===== src/rtl/ram_port_arbiter.sv =====
// ---------------------------------------------------------------------------
// ram_port_arbiter
//
// Purpose:
//   Shares one frame-RAM port between three clients:
//     client 0 = ADC capture writer
//     client 1 = pixel de-accumulation FSM
//     client 2 = readout / serial dump
//   A client keeps the port for as long as it holds its request, so a
//   multi-cycle read-modify-write sequence is never interleaved with another
//   client. Requests are arbitrated round-robin. Read data is tagged back to
//   the client that issued the read.
//
// Ports:
//   clk, rst     clock and synchronous active-high reset
//   i_req[2:0]   request, bit k = client k
//   o_gnt[2:0]   registered one-hot grant
//   i_addr       client k address at [k*NB_ADDR +: NB_ADDR]
//   i_we[2:0]    client k write enable
//   i_wdata      client k write data at [k*NB_ADC +: NB_ADC]
//   o_rdata      RAM read data, broadcast to every client
//   o_rvalid     one-hot read-data-valid, tagged to the issuer
//   o_ram_*      RAM address / write strobe / write data
//   i_ram_rdata  RAM read data, valid RD_LAT cycles after the address
//   o_err        sticky error (ungranted write or hold-limit expiry)
// ---------------------------------------------------------------------------
module ram_port_arbiter #(
    parameter int NB_ADC   = 12,
    parameter int NB_ADDR  = 10,
    parameter int RD_LAT   = 1,
    parameter int MAX_HOLD = 0
) (
    input  logic                  clk,
    input  logic                  rst,
    input  logic [2:0]            i_req,
    output logic [2:0]            o_gnt,
    input  logic [3*NB_ADDR-1:0]  i_addr,
    input  logic [2:0]            i_we,
    input  logic [3*NB_ADC-1:0]   i_wdata,
    output logic [NB_ADC-1:0]     o_rdata,
    output logic [2:0]            o_rvalid,
    output logic [NB_ADDR-1:0]    o_ram_addr,
    output logic                  o_ram_we,
    output logic [NB_ADC-1:0]     o_ram_wdata,
    input  logic [NB_ADC-1:0]     i_ram_rdata,
    output logic                  o_err
);

    localparam int HOLD_W    = (MAX_HOLD > 1) ? $clog2(MAX_HOLD + 1) : 1;
    localparam int HOLD_LAST = (MAX_HOLD > 0) ? MAX_HOLD - 1 : 0;

    // The one-hot grant register is the FSM state: 0 = IDLE, bit k = OWN(k).
    logic [2:0]            gnt_q, gnt_d;
    logic [1:0]            ptr_q, ptr_d;
    logic [HOLD_W-1:0]     hold_q, hold_d;
    logic [2:0]            blocked_q, blocked_d;   // force-released, waiting for req to drop
    logic                  err_q, err_d;
    logic [3*RD_LAT-1:0]   tag_q, tag_d;           // read-tag shift register, stage 0 in LSBs

    logic [2:0]            eligible;
    logic [2:0]            rd_tag;
    logic [NB_ADDR-1:0]    addr_m  [3];
    logic [NB_ADC-1:0]     wdata_m [3];

    // Highest-priority candidate starting at pointer p, then p+1, p+2 (mod 3).
    // The candidates are rotated so the pointer position sits at bit 0, a
    // fixed priority encoder picks, and the result is rotated back.
    function automatic logic [2:0] rr_pick(input logic [2:0] cand, input logic [1:0] p);
        logic [2:0] r;
        logic [2:0] s;
        logic [2:0] sel;
        case (p)
            2'd1:    r = {cand[0], cand[2], cand[1]};
            2'd2:    r = {cand[1], cand[0], cand[2]};
            default: r = cand;
        endcase
        if (r[0])      s = 3'b001;
        else if (r[1]) s = 3'b010;
        else if (r[2]) s = 3'b100;
        else           s = 3'b000;
        case (p)
            2'd1:    sel = {s[1], s[0], s[2]};
            2'd2:    sel = {s[0], s[2], s[1]};
            default: sel = s;
        endcase
        return sel;
    endfunction

    // Pointer value that follows a one-hot owner.
    function automatic logic [1:0] ptr_after(input logic [2:0] oh);
        logic [1:0] p;
        case (oh)
            3'b001:  p = 2'd1;
            3'b010:  p = 2'd2;
            default: p = 2'd0;
        endcase
        return p;
    endfunction

    // ---------------- state register ----------------
    always_ff @(posedge clk) begin
        if (rst) begin
            gnt_q     <= '0;
            ptr_q     <= '0;
            hold_q    <= '0;
            blocked_q <= '0;
            err_q     <= 1'b0;
            tag_q     <= '0;
        end else begin
            gnt_q     <= gnt_d;
            ptr_q     <= ptr_d;
            hold_q    <= hold_d;
            blocked_q <= blocked_d;
            err_q     <= err_d;
            tag_q     <= tag_d;
        end
    end

    // ---------------- next-state logic ----------------
    assign eligible = i_req & ~blocked_q;

    always_comb begin
        logic owner_req;
        logic hold_expired;
        logic [2:0] cand;

        gnt_d     = gnt_q;
        ptr_d     = ptr_q;
        hold_d    = hold_q;
        // A forced client is re-admitted once it has dropped its request.
        blocked_d = blocked_q & i_req;
        err_d     = err_q | (|(i_we & ~gnt_q));
        owner_req = |(gnt_q & i_req);
        cand      = '0;

        hold_expired = (MAX_HOLD > 0) && owner_req && (hold_q == HOLD_W'(HOLD_LAST));

        if (gnt_q == 3'b000) begin
            if (|eligible) begin
                gnt_d  = rr_pick(eligible, ptr_q);
                ptr_d  = ptr_after(gnt_d);
                hold_d = '0;
            end
        end else if (!owner_req || hold_expired) begin
            // Handoff: the releasing owner is excluded and the search starts
            // just after it, so there is no idle gap when others are waiting.
            cand   = eligible & ~gnt_q;
            gnt_d  = rr_pick(cand, ptr_after(gnt_q));
            ptr_d  = (gnt_d != 3'b000) ? ptr_after(gnt_d) : ptr_after(gnt_q);
            hold_d = '0;
            if (hold_expired) begin
                err_d     = 1'b1;
                blocked_d = blocked_d | gnt_q;
            end
        end else if (MAX_HOLD > 0) begin
            hold_d = hold_q + HOLD_W'(1);
        end
    end

    // ---------------- read tag pipeline ----------------
    // A granted cycle without a write is a read; its owner tag travels
    // RD_LAT stages so the data returns to the issuer even after handoff.
    assign rd_tag = gnt_q & ~i_we;

    generate
        for (genvar gi = 0; gi < RD_LAT; gi++) begin : g_tag
            if (gi == 0) begin : g_first
                assign tag_d[2:0] = rd_tag;
            end else begin : g_rest
                assign tag_d[gi*3 +: 3] = tag_q[(gi-1)*3 +: 3];
            end
        end
    endgenerate

    // ---------------- RAM mux ----------------
    generate
        for (genvar gi = 0; gi < 3; gi++) begin : g_mux
            assign addr_m[gi]  = gnt_q[gi] ? i_addr[gi*NB_ADDR +: NB_ADDR] : '0;
            assign wdata_m[gi] = gnt_q[gi] ? i_wdata[gi*NB_ADC +: NB_ADC]  : '0;
        end
    endgenerate

    // ---------------- outputs ----------------
    always_comb begin
        o_gnt       = gnt_q;
        o_err       = err_q;
        o_ram_addr  = addr_m[0] | addr_m[1] | addr_m[2];
        o_ram_wdata = wdata_m[0] | wdata_m[1] | wdata_m[2];
        o_ram_we    = |(gnt_q & i_we);
        o_rvalid    = tag_q[(RD_LAT-1)*3 +: 3];
        o_rdata     = i_ram_rdata;
    end

endmodule

===== config.mk =====
export PLATFORM = sky130hd
export DESIGN_NAME = ram_port_arbiter
export DESIGN_NICKNAME = d
export VERILOG_FILES = /design/src/rtl/ram_port_arbiter.sv
export SDC_FILE = /design/constraint.sdc
export NUM_CORES = 1
export LEC_CHECK = 0
export CAP_MARGIN = 25
export CORE_ASPECT_RATIO = 0.7
export CORE_MARGIN = 8
export CORE_UTILIZATION = 29
export CTS_BUF_LIST = sky130_fd_sc_hd__clkbuf_16
export CTS_CLUSTER_DIAMETER = 200
export DETAILED_ROUTE_END_ITERATION = 8
export GPL_TIMING_DRIVEN = 1
export PLACE_DENSITY = 0.86
export RECOVER_POWER = 50
export SYNTH_ARGS = -nofsm -noshare
export SYNTH_HDL_FRONTEND = slang
export SYNTH_SLANG_ARGS = --single-unit

===== constraint.sdc =====
create_clock -name clk -period 3.39 [get_ports clk]
set_input_delay 0.678 -clock clk [delete_from_list [all_inputs] [get_ports clk]]
set_output_delay 0.678 -clock clk [all_outputs]
set_load 0.02 [all_outputs]

Word level (Yosys, flattened, before mapping)

Cells that the tools add are included.

Equal/unequal tests: 12
Muxes and demuxes: 36
Bitwise operators: 15
Reduce and logical (&&, ||, !) cells: 7

Operator list:

| operator                                      | count |
|---|---|
| 2-to-1 mux 3 bit                              | 17 |
| 2-to-1 mux 12 bit                             | 3 |
| 2-to-1 mux 10 bit                             | 3 |
| OR 12 bit                                     | 2 |
| case mux 3 bit (2 select lines)               | 4 |
| bitwise AND 3 bit                             | 7 |
| OR 10 bit                                     | 2 |
| 2-to-1 mux 2 bit                              | 6 |
| case mux 2 bit (2 select lines)               | 3 |
| OR reduction 3 bit                            | 4 |
| == test 3 x 1 -> 1 bit, second input constant | 3 |
| == test 3 x 2 -> 1 bit, second input constant | 3 |
| inverter 3 bit                                | 3 |
| == test 2 x 1 -> 1 bit, second input constant | 2 |
| == test 2 bit, second input constant          | 2 |
| != test 2 x 1 -> 1 bit, second input constant | 2 |
| logical NOT 3 bit                             | 1 |
| nonzero test 3 bit                            | 1 |
| AND reduction 2 bit                           | 1 |
| OR 1 bit                                      | 1 |

Bits in registers: 12
Bits of input ports: 86
Output and inout bits: 42
Logic and storage cells: 75

Longest topological paths before layout

Depth after elaboration: 19
Depth in mapped cells: 10
Depth with buffers taken out: 9

Worst setup path after synthesis

Ideal clock, no wire load.

Path type: reg-to-reg
Start point: register gnt_q[1], in the netlist o_gnt[1]
End point: register gnt_q[2], in the netlist o_gnt[2]
Setup time: 0.071 ns
Data arrival time: 2.463 ns
Required time: 3.319 ns
Slack: 0.857 ns
Stages on the path, launching flop included: 9
Buffers on the path: 1
Period minus slack after synthesis: 2.533 ns
Path through: dfxtp_1 clkbuf_1 nand2_1 ha_1 inv_1 or4_1 and4_4 or3_1 a21oi_1

Longest elaborated chain between the ends: 16
Elaborated cells on any way between the ends: 26
Classes of those cells: 6 x eq/ne; 14 x mux; 3 x bitwise; 3 x reduce/logical

RTL lines:

| item                                                                    | line   | text |
|---|---|---|
| start: declaration                                                      | 53     | `logic [2:0] gnt_q, gnt_d;` |
| start signal: assignment                                                | 110    | `gnt_q <= gnt_d;` |
| == test 3 x 2 -> 1 bit / == test 3 x 1 -> 1 bit (equally long branches) | 92     | `case (oh)` |
| case mux 2 bit (2 select lines)                                         | 92     |  |
| 2-to-1 mux 2 bit                                                        | 144    | `end else if (!owner_req \|\| hold_expired) begin` |
| 2-to-1 mux 2 bit                                                        | 138    | `if (gnt_q == 3'b000) begin` |
| == test 2 bit / == test 2 x 1 -> 1 bit (equally long branches)          | 72, 81 |  |
| case mux 3 bit (2 select lines)                                         | 72     | `case (p)` |
| 2-to-1 mux 3 bit                                                        | 144    |  |
| 2-to-1 mux 3 bit                                                        | 138    |  |
| 2-to-1 mux 3 bit                                                        | 79     | `else if (r[2]) s = 3'b100;` |
| 2-to-1 mux 3 bit                                                        | 78     | `else if (r[1]) s = 3'b010;` |
| 2-to-1 mux 3 bit                                                        | 77     | `if (r[0]) s = 3'b001;` |
| case mux 3 bit (2 select lines)                                         | 81     | `case (p)` |
| 2-to-1 mux 3 bit                                                        | 144    |  |
| 2-to-1 mux 3 bit                                                        | 138    |  |
| 2-to-1 mux 3 bit                                                        | 144    |  |
| 2-to-1 mux 3 bit                                                        | 138    |  |

Parallel ways exist; a longest one is shown, timed or not. The select of a mux whose other input is x is not followed.
A chain may end at the register's enable or synchronous reset.

Worst setup path after layout

Start point: input i_we[1]
End point: output o_ram_we

Longest elaborated chain between the ends: 2

RTL lines:

| item               | line | text |
|---|---|---|
| start: declaration | 38   | `input logic [2:0] i_we,` |
| bitwise AND 3 bit  | 189  | `o_ram_we = \|(gnt_q & i_we);` |
| OR reduction 3 bit | 189  |  |
| end: declaration   | 43   | `output logic o_ram_we,` |

Every way passes these cells.

==> flow_metrics.tcl <==
set metrics [dict create \
    ys_seq_area_share_pct 19.0 \
    slew-limit-headroom_pct 57.3 \
    synth_edf_count 0 \
    grt_antenna_before_repair 0 \
    drtPass1Iterations 7 \
    cts_resized 0 \
    yosysTopAreaCell "a222oi_1" \
    via_per_inst 5.34 \
    highest-signal-layer "met4" \
    cp-end-kind "output pin" \
    io_buffers 103 \
    criticalPathCategory "in -> out" \
    crit-reg2reg-launch "o_gnt[0]" \
    crit_slowest_cell "clkdlybuf4s50_1" \
    synth_top_area_share_pct 19.0 \
    ys_seq_elements 12 \
    drc 0 \
    p_per_area_mw_per_mm2 791 \
    initial_utilization_pct 29.6 \
    max_freq_mhz 358 \
    track_usage_pct 14.9 \
    postLayoutCellArea_mm2 0.00234 \
    cpPeakStageDelay_ps 550 \
    syn-cell-area_mm2 0.00126 \
    maxCapViolCount 0 \
    placed_cell_area_mm2 0.00226 \
    cts_buffers 3 \
    cts_tree "built" \
    wl_met1_mm 2.12 \
    die_h_um 71.2 \
    pre_cts_slack_ps 582 \
    grt_pass1_vias 1578 \
    holdCritStartpoint "blocked_q[0]" \
    hold_path.class "reg -> reg" \
    hold_violations 0 \
    fin_ws_ps 595 \
    finalSetupViolCount 0 \
    peakVddDrop_mv 0.538 \
    crit_family "buffers and inverters" \
    postRouteAntennaNets 0 \
    crit_fanout 3 \
    rows 20 \
    critPathBufInv 3 \
    crit_required_ps 2710 \
    syn_nets 256 \
    path_clk_slew_ps 40 \
    synth_common_cells "inv_1 (31), a222oi_1 (24), buf_4 (12), dfxtp_1 (12), nor2_1 (11)" \
    finalCriticalPeriod_ps 2800 \
    rsz0062_at_grt "false" \
    clockBufferDepth 2 \
    yosysWarnings 0 \
    dieArea_mm2 0.00675 \
    io_pins 128 \
    postCtsSetupBuffers 0 \
    leakage_nw 1.01 \
    final.period_utilization_pct 82.5 \
    overflow 0 \
    yosys-top-cells-area "a222oi_1 (19%), dfxtp_1 (19%), inv_1 (9.2%)" \
    worstPathCellList "clkdlybuf4s50_1, a222oi_1, inv_1, clkdlybuf4s50_1" \
    insertedDiodeCount 0 \
    ys.flop_type "dfxtp_1" \
    drt_iter0_drc 136 \
    async_flop_share_pct 0 \
    core_area_mm2 0.00425 \
    ctsHoldBuffers 0 \
    drv_slew 0 \
    synth.most_common_cell "inv_1" \
    hpwlAfterDp_mm 4.33 \
    grt_pass1_wl_mm 8.08 \
    place_congestion 0.825 \
    final_layout_size_suffix_gt1_share_pct 3.94 \
    avgSynthCellArea_um2 7.64 \
    vias 1651 \
    ff2ff_setup_slack_ps 730 \
    post_drt_wl_per_cell_um 17.0 \
    grt_max_degree 32 \
    wl_met3_um 456 \
    status "completed" \
    finalSetupTns_ps 0 \
    crit_start "i_we[1]" \
    area_growth_pct 85.4 \
    die_w_um 94.8 \
    clock_sinks 12 \
    h-tree-depth 1 \
    root_buffer "clkbuf_16" \
    tightest_slew_ps 641 \
    layout.nets 346 \
    wl_mm 5.26 \
    clock_latency_ps 240 \
    wl_met2_mm 2.61 \
    ys_types 39 \
    cp-start-kind "primary input" \
    crit_top_cell "clkdlybuf4s50_1" \
    syn_inst 165 \
    clock_skew_ps 2.28 \
    whs_ps 459 \
    critical_path_arrival_ps 2120 \
]
-- kinds of logic after synthesis --
| family | count (synthesis) | synth area share, % |
|---|---|---|
| flip-flops | 12 | 19.0 |
| AO/OA/AOI/OAI | 54 | 38.2 |
| AND/OR/NAND/NOR | 41 | 18.4 |
| buffers and inverters | 53 | 19.4 |
| adder cells (fa/ha/maj) | 5 | 4.96 |
-- cells in the final DEF (no fill, tap or decap), types with 5 or more instances in the layout --
| cell type | instances |
|---|---|
| inv_1 | 31 |
| nand2_1 | 6 |
| a21oi_1 | 6 |
| a222oi_1 | 24 |
| dlygate4sd3_1 | 5 |
| dfxtp_1 | 12 |
| ha_1 | 5 |
| nor2_1 | 11 |
| clkdlybuf4s50_1 | 98 |
-- metal layers --
metal | up-vias | GRT usage [%]
li1 | 801 | -
met1 | 765 | 18.1
met2 | 79 | 24.2
met3 | 6 | 5.50
met4 | 0 | 3.62
met5 | - | 0
-- power breakdown --
group,switching (mW),internal (mW)
Sequential,0.0403,0.173
Clock,0.0643,0.156
Combinational,0.750,0.667
Total,0.855,0.995
-- worst paths after layout --
path	cells after the start	end
max	4	o_ram_we
max reg2reg	8	o_gnt[2]
min reg2reg	2	blocked_q[0]
min	2	blocked_q[0]
-- cell type report --
cell class	instances	area [um^2]
Clock buffer	3	75.1
Tap cell	55	68.8
Clock inverter	1	3.75
Timing Repair Buffer	107	1060
Fill cell	395	1920
Inverter	31	116
Multi-Input combinational cell	100	776
Sequential cell	12	240
-- flip-flops by register name (all words and copies together) (netlist names) --
name and count:
blocked_q 3, o_err 1, o_gnt 3, o_rvalid 3, ptr_q 2
-- metrics by stage --
step | utilization, % | total power [mW] | cells
finish | 55.0 | 1.85 | 309
global route | 55.0 | 1.99 | 309
CTS | 55.0 | 1.86 | 309
detailed placement | 53.2 | 1.63 | 305
global placement | 53.2 | 1.61 | 305
floorplan | - | 1.08 | 165
-- worst reg2reg max path: stages, from the launching register on --
cell     delay, ps
dfxtp_1        510
inv_1          140
nor3_1         410
ha_1           290
inv_1           90
or4_1          520
and4_4         190
or3_1          300
a21oi_1        150
Note: power is estimated with default switching activity, not from simulation.
